$ cat config.mk
export PLATFORM = sky130hd
export DESIGN_NAME = memory_arbiter_flat
export DESIGN_NICKNAME = d
export VERILOG_FILES = /design/src/rtl/memory_arbiter_if.sv /design/src/rtl/memory_arbiter.sv /design/src/flat_wrapper.sv
export SDC_FILE = /design/constraint.sdc
export NUM_CORES = 1
export LEC_CHECK = 0
export CAP_MARGIN = 20
export CELL_PAD_IN_SITES_DETAIL_PLACEMENT = 1
export CELL_PAD_IN_SITES_GLOBAL_PLACEMENT = 2
export CORE_ASPECT_RATIO = 2
export CORE_MARGIN = 2
export CORE_UTILIZATION = 13
export DETAILED_ROUTE_END_ITERATION = 12
export PLACE_DENSITY_LB_ADDON = 0.12
export RECOVER_POWER = 25
export SLEW_MARGIN = 15
export SYNTH_ARGS = -nofsm -noshare
export SYNTH_HDL_FRONTEND = slang
export SYNTH_SLANG_ARGS = --single-unit
$ cat constraint.sdc
create_clock -name CLK -period 4.76 [get_ports CLK]
set_clock_uncertainty 0.05 [all_clocks]
set_input_delay 0.952 -clock CLK [delete_from_list [all_inputs] [get_ports CLK]]
set_output_delay 0.952 -clock CLK [all_outputs]
set_load 0.05 [all_outputs]
$ cat src/rtl/memory_arbiter_if.sv
// Cache-side and RAM-side signal bundle for the multi-core RAM arbiter.
// The arbiter connects through the slave modport; the cores and RAM model use master.
interface memory_arbiter_if #(
  parameter int unsigned CPUS = 2
);
  localparam int unsigned CW = (CPUS > 1) ? $clog2(CPUS) : 1;

  logic [CPUS-1:0]    iREN;
  logic [CPUS*32-1:0] iaddr;
  logic [CPUS-1:0]    iwait;
  logic [CPUS*32-1:0] iload;
  logic [CPUS-1:0]    dREN;
  logic [CPUS-1:0]    dWEN;
  logic [CPUS*32-1:0] daddr;
  logic [CPUS*32-1:0] dstore;
  logic [CPUS-1:0]    dwait;
  logic [CPUS*32-1:0] dload;
  logic               ramREN;
  logic               ramWEN;
  logic [31:0]        ramaddr;
  logic [31:0]        ramstore;
  logic [31:0]        ramload;
  logic [1:0]         ramstate;
  logic [CW-1:0]      gnt_core;
  logic               gnt_valid;
  logic               mem_err;

  modport slave (
    input  iREN, iaddr, dREN, dWEN, daddr, dstore, ramload, ramstate,
    output iwait, iload, dwait, dload, ramREN, ramWEN, ramaddr, ramstore,
    output gnt_core, gnt_valid, mem_err
  );

  modport master (
    output iREN, iaddr, dREN, dWEN, daddr, dstore, ramload, ramstate,
    input  iwait, iload, dwait, dload, ramREN, ramWEN, ramaddr, ramstore,
    input  gnt_core, gnt_valid, mem_err
  );
endinterface

$ cat src/rtl/memory_arbiter.sv
// Round-robin arbiter from per-core instruction/data request ports onto one shared RAM port.
// Data beats instruction within a core; a grant ends on ACCESS, ERROR, timeout or request drop.
module memory_arbiter #(
  parameter int unsigned CPUS    = 2,
  parameter int unsigned TIMEOUT = 255
) (
  input logic             CLK,
  input logic             nRST,
  memory_arbiter_if.slave bus
);
  localparam int unsigned CW = (CPUS > 1) ? $clog2(CPUS) : 1;
  localparam int unsigned TW = $clog2(TIMEOUT + 1);
  localparam logic [31:0] AbortWord = 32'hBAD1BAD1;

  typedef enum logic [1:0] {RamFree, RamBusy, RamAccess, RamError} ramstate_t;
  typedef enum logic {StIdle, StBusy} state_t;

  state_t        state_q;
  logic [CW-1:0] rr_ptr_q;
  logic [CW-1:0] gnt_core_q;
  logic          gnt_data_q;
  logic [TW-1:0] tmo_q;
  logic          mem_err_q;

  ramstate_t       rs;
  logic [CPUS-1:0] dreq;
  logic            busy;
  logic [CW-1:0]   sel_core;
  logic            sel_found;
  logic            gnt_req;
  logic            drop;
  logic            err_hit;
  logic            acc_hit;
  logic            tmo_hit;
  logic            abort;
  logic            finish;
  logic [CW-1:0]   next_ptr;

  assign rs   = ramstate_t'(bus.ramstate);
  assign dreq = bus.dREN | bus.dWEN;
  assign busy = (state_q == StBusy);

  // First requesting core at or after rr_ptr, wrapping modulo CPUS.
  always_comb begin
    int unsigned idx;
    idx       = 0;
    sel_core  = '0;
    sel_found = 1'b0;
    for (int unsigned i = 0; i < CPUS; i++) begin
      idx = (32'(rr_ptr_q) + i) % CPUS;
      if (!sel_found && (dreq[idx] || bus.iREN[idx])) begin
        sel_found = 1'b1;
        sel_core  = CW'(idx);
      end
    end
  end

  // Drop outranks ERROR, which outranks ACCESS, which outranks timeout.
  assign gnt_req  = gnt_data_q ? dreq[gnt_core_q] : bus.iREN[gnt_core_q];
  assign drop     = busy && !gnt_req;
  assign err_hit  = busy && !drop && (rs == RamError);
  assign acc_hit  = busy && !drop && !err_hit && (rs == RamAccess);
  assign tmo_hit  = busy && !drop && !err_hit && !acc_hit && (tmo_q == TW'(TIMEOUT - 1));
  assign abort    = err_hit || tmo_hit;
  assign finish   = acc_hit || abort;
  assign next_ptr = (gnt_core_q == CW'(CPUS - 1)) ? '0 : gnt_core_q + CW'(1);

  always_comb begin
    int unsigned g;
    g            = 32'(gnt_core_q);
    bus.iwait    = bus.iREN;
    bus.dwait    = dreq;
    bus.iload    = '0;
    bus.dload    = '0;
    bus.ramREN   = 1'b0;
    bus.ramWEN   = 1'b0;
    bus.ramaddr  = '0;
    bus.ramstore = '0;
    if (busy && !drop) begin
      if (gnt_data_q) begin
        // A simultaneous read and write is treated as a write.
        bus.ramWEN   = bus.dWEN[g];
        bus.ramREN   = bus.dREN[g] && !bus.dWEN[g];
        bus.ramaddr  = bus.daddr[32*g +: 32];
        bus.ramstore = bus.dstore[32*g +: 32];
      end else begin
        bus.ramREN  = 1'b1;
        bus.ramaddr = bus.iaddr[32*g +: 32];
      end
    end
    if (finish) begin
      if (gnt_data_q) begin
        bus.dwait[g]           = 1'b0;
        bus.dload[32*g +: 32]  = abort ? AbortWord : bus.ramload;
      end else begin
        bus.iwait[g]           = 1'b0;
        bus.iload[32*g +: 32]  = abort ? AbortWord : bus.ramload;
      end
    end
  end

  assign bus.gnt_core  = gnt_core_q;
  assign bus.gnt_valid = busy;
  assign bus.mem_err   = mem_err_q;

  always_ff @(posedge CLK or negedge nRST) begin
    if (!nRST) begin
      state_q    <= StIdle;
      rr_ptr_q   <= '0;
      gnt_core_q <= '0;
      gnt_data_q <= 1'b0;
      tmo_q      <= '0;
      mem_err_q  <= 1'b0;
    end else begin
      unique case (state_q)
        StIdle: begin
          if (sel_found) begin
            state_q    <= StBusy;
            gnt_core_q <= sel_core;
            gnt_data_q <= dreq[sel_core];
            tmo_q      <= '0;
          end
        end
        StBusy: begin
          if (tmo_q < TW'(TIMEOUT)) begin
            tmo_q <= tmo_q + TW'(1);
          end
          if (drop || finish) begin
            state_q    <= StIdle;
            gnt_core_q <= '0;
            gnt_data_q <= 1'b0;
          end
          if (finish) begin
            rr_ptr_q <= next_ptr;
          end
          if (abort) begin
            mem_err_q <= 1'b1;
          end
        end
      endcase
    end
  end
endmodule

$ cat src/flat_wrapper.sv
// flat-port wrapper written by rule: the top's interface ports become plain ports
module memory_arbiter_flat 
#(
  parameter int unsigned CPUS    = 2,
  parameter int unsigned TIMEOUT = 255
)
  (CLK, nRST, bus_iREN, bus_iaddr, bus_dREN, bus_dWEN, bus_daddr, bus_dstore, bus_ramload, bus_ramstate, bus_iwait, bus_iload, bus_dwait, bus_dload, bus_ramREN, bus_ramWEN, bus_ramaddr, bus_ramstore, bus_gnt_core, bus_gnt_valid, bus_mem_err);
  memory_arbiter_if #(.CPUS(CPUS)) bus_i ();
  input logic CLK;
  input logic nRST;
  input wire logic [$bits(bus_i.iREN)-1:0] bus_iREN;
  input wire logic [$bits(bus_i.iaddr)-1:0] bus_iaddr;
  input wire logic [$bits(bus_i.dREN)-1:0] bus_dREN;
  input wire logic [$bits(bus_i.dWEN)-1:0] bus_dWEN;
  input wire logic [$bits(bus_i.daddr)-1:0] bus_daddr;
  input wire logic [$bits(bus_i.dstore)-1:0] bus_dstore;
  input wire logic [$bits(bus_i.ramload)-1:0] bus_ramload;
  input wire logic [$bits(bus_i.ramstate)-1:0] bus_ramstate;
  output wire logic [$bits(bus_i.iwait)-1:0] bus_iwait;
  output wire logic [$bits(bus_i.iload)-1:0] bus_iload;
  output wire logic [$bits(bus_i.dwait)-1:0] bus_dwait;
  output wire logic [$bits(bus_i.dload)-1:0] bus_dload;
  output wire logic [$bits(bus_i.ramREN)-1:0] bus_ramREN;
  output wire logic [$bits(bus_i.ramWEN)-1:0] bus_ramWEN;
  output wire logic [$bits(bus_i.ramaddr)-1:0] bus_ramaddr;
  output wire logic [$bits(bus_i.ramstore)-1:0] bus_ramstore;
  output wire logic [$bits(bus_i.gnt_core)-1:0] bus_gnt_core;
  output wire logic [$bits(bus_i.gnt_valid)-1:0] bus_gnt_valid;
  output wire logic [$bits(bus_i.mem_err)-1:0] bus_mem_err;
  assign bus_i.iREN = bus_iREN;
  assign bus_i.iaddr = bus_iaddr;
  assign bus_i.dREN = bus_dREN;
  assign bus_i.dWEN = bus_dWEN;
  assign bus_i.daddr = bus_daddr;
  assign bus_i.dstore = bus_dstore;
  assign bus_i.ramload = bus_ramload;
  assign bus_i.ramstate = bus_ramstate;
  assign bus_iwait = bus_i.iwait;
  assign bus_iload = bus_i.iload;
  assign bus_dwait = bus_i.dwait;
  assign bus_dload = bus_i.dload;
  assign bus_ramREN = bus_i.ramREN;
  assign bus_ramWEN = bus_i.ramWEN;
  assign bus_ramaddr = bus_i.ramaddr;
  assign bus_ramstore = bus_i.ramstore;
  assign bus_gnt_core = bus_i.gnt_core;
  assign bus_gnt_valid = bus_i.gnt_valid;
  assign bus_mem_err = bus_i.mem_err;
  memory_arbiter #(.CPUS(CPUS), .TIMEOUT(TIMEOUT)) u_core (.CLK(CLK), .nRST(nRST), .bus(bus_i));
endmodule
==> metrics.md, run 1 <==
| Metric | Value |
|---|---|
| CP arrival | `3.38 ns` |
| Slew Viols, Final | `0` |
| Storage cell area | `330.3 um^2` |
| Post-DR vias/cell | `4.249` |
| Top FF cell, synth | `dfrtp_1` |
| Post-Syn Area | `0.003533 mm^2` |
| Critical Path Source | `bus_dWEN[1]` |
| Netlist cell types | `52` |
| Worst setup SP type | `primary input` |
| Worst skew pair latency | `0.24 ns` |
| Clock Path Buffers | `2` |
| Avg WL per Cell | `23.48 um` |
| Die span in x | `120.6 um` |
| Syn. warnings | `0` |
| Post-Place Cell Area | `0.009706 mm^2` |
| Seq/Total Area, Yosys | `0.09207` |
| TritonCTS Buffers | `3` |
| R2R cell count | `4` |
| Initial Utilization | `0.1318` |
| Buffers on Ports | `434` |
| Die area | `0.02859 mm^2` |
| Setup Buffers After CTS | `0` |
| First-pass GRT wire length | `38400 um` |
| Syn Inst Count | `409` |
| Finished Cell Area | `0.009439 mm^2` |
| # IOs | `435` |
| RSZ-0062 raised after global routing | `false` |
| Cts repair resizes | `0` |
| Tcrit/Tclk final | `0.9205` |
| Setup_tns | `0 ns` |
| Clock transition at path regs | `0.05 ns` |
| Hpwl dp | `23630 um` |
| Gr usage total | `0.1823` |
| Post-synth ARST share | `1.000` |
| Syn Area/Cell | `8.639 um^2` |
| Final WL | `27590 um` |
| #FFs+latches synth | `13` |
| Max-cap violations | `0` |
| TritonCTS clock tree | `built` |
| Placer Congestion | `0.8677` |
| Die Height | `237.2 um` |
| DRT iter0 DRCs | `186` |
| R2r endpoint | `u_core.bus.gnt_valid` |
| Sink Count | `13` |
| Outcome | `finished clean` |
| Peak supply drop | `0.1962 mV` |
| Relative slew slack | `0.2529` |
| Final setup viols | `0` |
| Minimum setup slack among reg-to-reg paths | `2.67 ns` |
| Max Fclk | `0.2282 GHz` |
| Root buf cell | `clkbuf_16` |
| Post-DRT Antenna Nets | `0` |
| Worst Path Max Fanout | `33` |
| Vias in the first global route | `5451` |
| Layout cell share with drive strength beyond 1 | `0.2883` |
| Worst min-delay path category | `register to register` |
| Power Density | `397.8 mW/mm^2` |
| Mapped Nets | `645` |
| Final hold vios | `0` |
| Area Growth Syn to Fin | `167.1%` |
| Largest net degree at the start of global routing | `73` |
| Total core area | `0.02680 mm^2` |
| WP data required | `3.76 ns` |
| DRC | `0` |
| Vias | `4993` |
| Hold depth | `1` |
| Final-layout fill cell count | `3065` |
| Tmin final | `4.381 ns` |
| First-pass DRT Iterations | `4` |
| Area occupied by multi-input gates | `0.002922 mm^2` |
| Hold_buf cts | `0` |
| Antenna violations before repair | `5` |
| Grt ovf | `0` |
| Htree depth | `1` |
| Least-Margin Pin Slew | `1.116 ns` |
| Critical Path End Type | `output port` |
| Worst min-delay path startpoint | `u_core.bus.mem_err` |
| Post-synth EDFFs | `0` |
| Rows | `85` |
| Leakage power | `3.586 nW` |
| RR Startpoint | `u_core.tmo_q[4]` |
| Layout Nets | `1059` |
| Hold Crit Endpoint | `u_core.bus.mem_err` |
| Worst setup path class | `primary input to output port` |
==> synthesized netlist by cell type, types with 2 or more instances <==
cell type	count	share of area
mux2i_1	34	0.096
nor3_1	5	0.0071
and2_1	57	0.10
buf_2	13	0.018
nor2b_1	36	0.064
nor4b_4	2	0.013
and3_1	2	0.0035
o21a_1	72	0.15
o21ai_0	6	0.0085
dfrtp_1	13	0.092
nand2b_1	2	0.0035
or3_1	5	0.0089
o21ai_1	3	0.0042
a31oi_1	2	0.0035
nand2_1	9	0.0096
mux4_2	32	0.20
a22o_1	3	0.0074
buf_6	8	0.025
a21oi_1	4	0.0057
nand3_1	2	0.0028
buf_4	7	0.015
o31ai_1	5	0.011
nor2_1	41	0.044
inv_1	5	0.0053
clkbuf_1	11	0.012
nand4_1	3	0.0053
ha_1	2	0.0071
==> layout make-up <==
class | count | share of cell area
inverter | 6 | 0.002386
clock buffer | 4 | 0.008351
sequential | 13 | 0.03499
timing repair buffer | 448 | 0.5973
tap | 348 | 0.04613
antenna | 5 | 0.001326
multi-input combinational | 351 | 0.3095
==> how the worst max path moves through the flow <==
stage / to / slack (ns) / cells past startpoint
final: bus_ramREN / 0.38 / 7
after global routing: bus_dwait[0] / 0.23 / 6
after CTS: bus_dload[12] / 0.56 / 7
after detailed placement: bus_dload[12] / 0.57 / 7
after global placement: bus_ramREN / 0.57 / 7
after floorplan: bus_ramREN / 1.24 / 6
==> through the flow <==
step	util	instances	setup slack, ns	power (W)	hold slack [ns]
final	0.3522	1175	0.3786	0.003755	0.5022
after global routing	0.3522	1175	0.2311	0.003944	0.5269
after CTS	0.3651	1170	0.5592	0.004018	0.5356
after detailed placement	0.3621	1166	0.5747	0.003851	0.5189
after global placement	0.3621	1166	0.5654	0.003829	0.5064
after floorplan	-	409	1.242	0.002386	0.4659
==> logic make-up (layout without fill, tap and decap cells) <==
| group | Yosys count | count (layout) | synth area share |
|---|---|---|---|
| AO/OA/AOI/OAI | 106 | 106 | 0.2256 |
| XOR/XNOR | 2 | 2 | 0.004958 |
| adder cells (fa/ha/maj) | 2 | 2 | 0.007081 |
| buffers and inverters | 45 | 458 | 0.07684 |
| flip-flops | 13 | 13 | 0.09207 |
| multiplexers | 68 | 68 | 0.3098 |
| other | 0 | 5 | 0 |
| AND/OR/NAND/NOR | 173 | 173 | 0.2836 |
==> layout by cell type (no fill, tap or decap), types with 9 or more instances in the layout <==
master           netlist  routed
nor2_1                41      41
nand2_1                9       9
o21a_1                72      72
clkbuf_1              11      21
nor2b_1               36      36
buf_12                 0     140
mux4_2                32      32
mux2i_1               34      34
clkdlybuf4s50_1        0     231
and2_1                57      57
buf_4                  7      46
dfrtp_1               13      11
==> routing by layer <==
metal	global-route usage	vias to the layer above	wire length, um
met5	0	-	0
met4	0.04545	0	614
met3	0.04223	22	1891
met2	0.3785	213	16390
met1	0.1716	2434	8701
li1	-	2324	-
==> state kept, by name, summed over array words and instances, names as in the netlist <==
signal,flops
u_core.tmo_q,8
u_core.bus.gnt_core,1
u_core.bus.gnt_valid,1
u_core.bus.mem_err,1
u_core.gnt_data_q,1
u_core.rr_ptr_q,1
==> where the power goes <==
group          internal, W  switching (W)  total [W]
Combinational      0.00133        0.00205    0.00338
Clock             0.000113      0.0000466   0.000160
Sequential        0.000145      0.0000693   0.000215
==> critical path: stages <==
cell           delay (ns)
dlygate4sd3_1        0.63
or3b_1               0.48
mux2i_4              0.31
or2_0                0.38
buf_12               0.25
a21oi_1              0.10
buf_4                0.25
No activity file was read; power rests on OpenSTA's default activity.
==> run 2: changes to the inputs <==
CORE_AREA = 2 2 168 170   (was unset)
CORE_ASPECT_RATIO = unset   (was 2)
CORE_MARGIN = unset   (was 2)
CORE_UTILIZATION = unset   (was 13)
DIE_AREA = 0 0 170 172   (was unset)
==> run 2 against run 1 <==
Net effect: clock power about the same; final cell count decreased by 0.26%; wire length shrank 7.0%; global-route usage down 1.9 points; worst hold slack worse by 0.091 ns; critical path type unchanged; largest power group unchanged.
==> metrics.md, run 2 (same netlist as run 1, synthesis figures left out) <==
| Metric | Value |
|---|---|
| TritonCTS clock tree | `built` |
| Tmin final | `4.297 ns` |
| Worst setup SP type | `primary input` |
| Hold_buf cts | `0` |
| WP buf/inv | `3` |
| Slowest stage cell, crit path | `a31oi_1` |
| Rows | `61` |
| Area occupied by multi-input gates | `0.002922 mm^2` |
| DRT iter0 DRCs | `103` |
| Root buf cell | `clkbuf_16` |
| Die Height | `172 um` |
| Layout Nets | `1061` |
| WP depth | `6` |
| Avg WL per Cell | `21.89 um` |
| R2R cell count | `5` |
| Storage cell area | `330.3 um^2` |
| WP data required | `3.76 ns` |
| Clock transition at path regs | `0.05 ns` |
| Reg with most FFs | `u_core.tmo_q` |
| Cts repair resizes | `0` |
| Layout cell share with drive strength beyond 1 | `0.3070` |
| Hold slack | `0.4112 ns` |
| Final setup viols | `0` |
| Dpl cells | `1166` |
| Critical Path Source | `bus_ramstate[1]` |
| Die area | `0.02924 mm^2` |
| Antenna violations before repair | `1` |
| Outcome | `finished clean` |
| Post-DRT Antenna Nets | `0` |
| Setup Buffers After CTS | `0` |
| Worst setup path class | `primary input to output port` |
| Area Growth Syn to Fin | `174.5%` |
| Worst Setup EP | `bus_iwait[0]` |
| Htree depth | `1` |
| Critical path, cell by cell | `dlygate4sd3_1, a31oi_1, nor4b_4, buf_4, nor2b_1, clkbuf_2` |
| Buffers on Ports | `434` |
| Max-cap violations | `0` |
| RR Startpoint | `u_core.bus.gnt_core` |
| Worst min-delay path category | `register to register` |
| First-pass DRT Iterations | `4` |
| Leakage power | `3.637 nW` |
| Max Fclk | `0.2327 GHz` |
| CP top delay family | `buffers and inverters` |
| Clock Path Buffers | `2` |
| Critical Path End Type | `output port` |
| Gr usage total | `0.1630` |
| Final hold vios | `0` |
| Fin cells | `1172` |
| Final WL | `25660 um` |
| Initial Utilization | `0.1286` |
| Post-DR vias/cell | `4.187` |
| Placer Congestion | `0.8279` |
| Peak supply drop | `0.1800 mV` |
| Sink Count | `13` |
| Critical path's largest stage delay | `0.87 ns` |
| Vias | `4907` |
| Top sig layer | `met4` |
| Hpwl dp | `21890 um` |
| Most frequent cells in the layout | `clkdlybuf4s50_1, buf_12, o21a_1` |
| TritonCTS Buffers | `3` |
| CP arrival | `3.29 ns` |
| R2r endpoint | `u_core.bus.mem_err` |
| Met2 routed WL | `13830 um` |
| Commonest non-fill, non-tap cell in the layout | `clkdlybuf4s50_1` |
| First-pass GRT wire length | `35580 um` |
| Power Density | `401.2 mW/mm^2` |
| Grt ovf | `0` |
| Least-Margin Pin Slew | `1.191 ns` |
| Setup_tns | `0 ns` |
| Worst skew pair latency | `0.24 ns` |
| Util after Layout | `0.3530` |
| Tcrit/Tclk final | `0.9027` |
| Minimum setup slack among reg-to-reg paths | `2.26 ns` |
| Wl on met1 | `9502 um` |
| Largest register FFs | `8` |
| Slew Viols, Final | `0` |
| RSZ-0062 raised after global routing | `false` |
| Total core area | `0.02748 mm^2` |
| DRC | `0` |
| Relative slew slack | `0.2062` |
| Worst Path Max Fanout | `19` |
| Die span in x | `170 um` |
| # IOs | `435` |
| Largest net degree at the start of global routing | `74` |
| Vias in the first global route | `5344` |
| Metal3 WL | `2110 um` |
| Final-layout fill cell count | `3009` |
==> run 2: cell types whose count changed in the layout (fill, tap and decap cells not counted), sizes merged <==
cell,previous run,this run
buf,186,203
clkbuf,27,15
clkdlybuf4s50,231,230
diode,5,2
dlygate4sd3,5,6
dlymetal6s2s,3,0
==> run 2: area by class of cell <==
| class | instances | share of cell area |
|---|---|---|
| Sequential cell | 13 | 0.03406 |
| Timing Repair Buffer | 450 | 0.6091 |
| Clock buffer | 4 | 0.008128 |
| Multi-Input combinational cell | 351 | 0.3013 |
| Inverter | 6 | 0.002322 |
| Antenna cell | 2 | 0.0005161 |
| Tap cell | 346 | 0.04464 |
==> run 2: power breakdown <==
group | switching (W) | total [W] | internal, W
Clock | 0.0000462 | 0.000159 | 0.000113
Sequential | 0.000178 | 0.000321 | 0.000143
Combinational | 0.00194 | 0.00341 | 0.00147
Total | 0.00217 | 0.00389 | 0.00172
==> run 2: how the worst min path moves through the flow <==
stage,from,endpoint,slack (ns),cells after the start
CTS,u_core.bus.mem_err,u_core.bus.mem_err,0.42,1
global placement,u_core.bus.mem_err,u_core.bus.mem_err,0.40,1
global route,u_core.bus.mem_err,u_core.bus.mem_err,0.43,1
finish,u_core.bus.mem_err,u_core.bus.mem_err,0.41,1
detailed placement,u_core.bus.mem_err,u_core.bus.mem_err,0.41,1
floorplan,u_core.tmo_q[3],u_core.tmo_q[3],0.47,2
==> run 2: metal layers <==
| metal | vias to the layer above | GRT usage |
|---|---|---|
| met1 | 2324 | 0.1821 |
| met2 | 260 | 0.3146 |
| li1 | 2315 | - |
| met4 | 0 | 0.02415 |
| met5 | - | 0 |
| met3 | 8 | 0.04326 |
==> run 2: through the flow <==
stage / worst slack [ns] / instance area [um^2] / total power (W)
after floorplan: 1.242 / 3533 / 0.002386
after global placement: 0.7839 / 9731 / 0.003814
after detailed placement: 0.7275 / 9731 / 0.003834
after CTS: 0.7262 / 9809 / 0.004009
after global routing: 0.3063 / 9696 / 0.004096
final: 0.4633 / 9698 / 0.003891
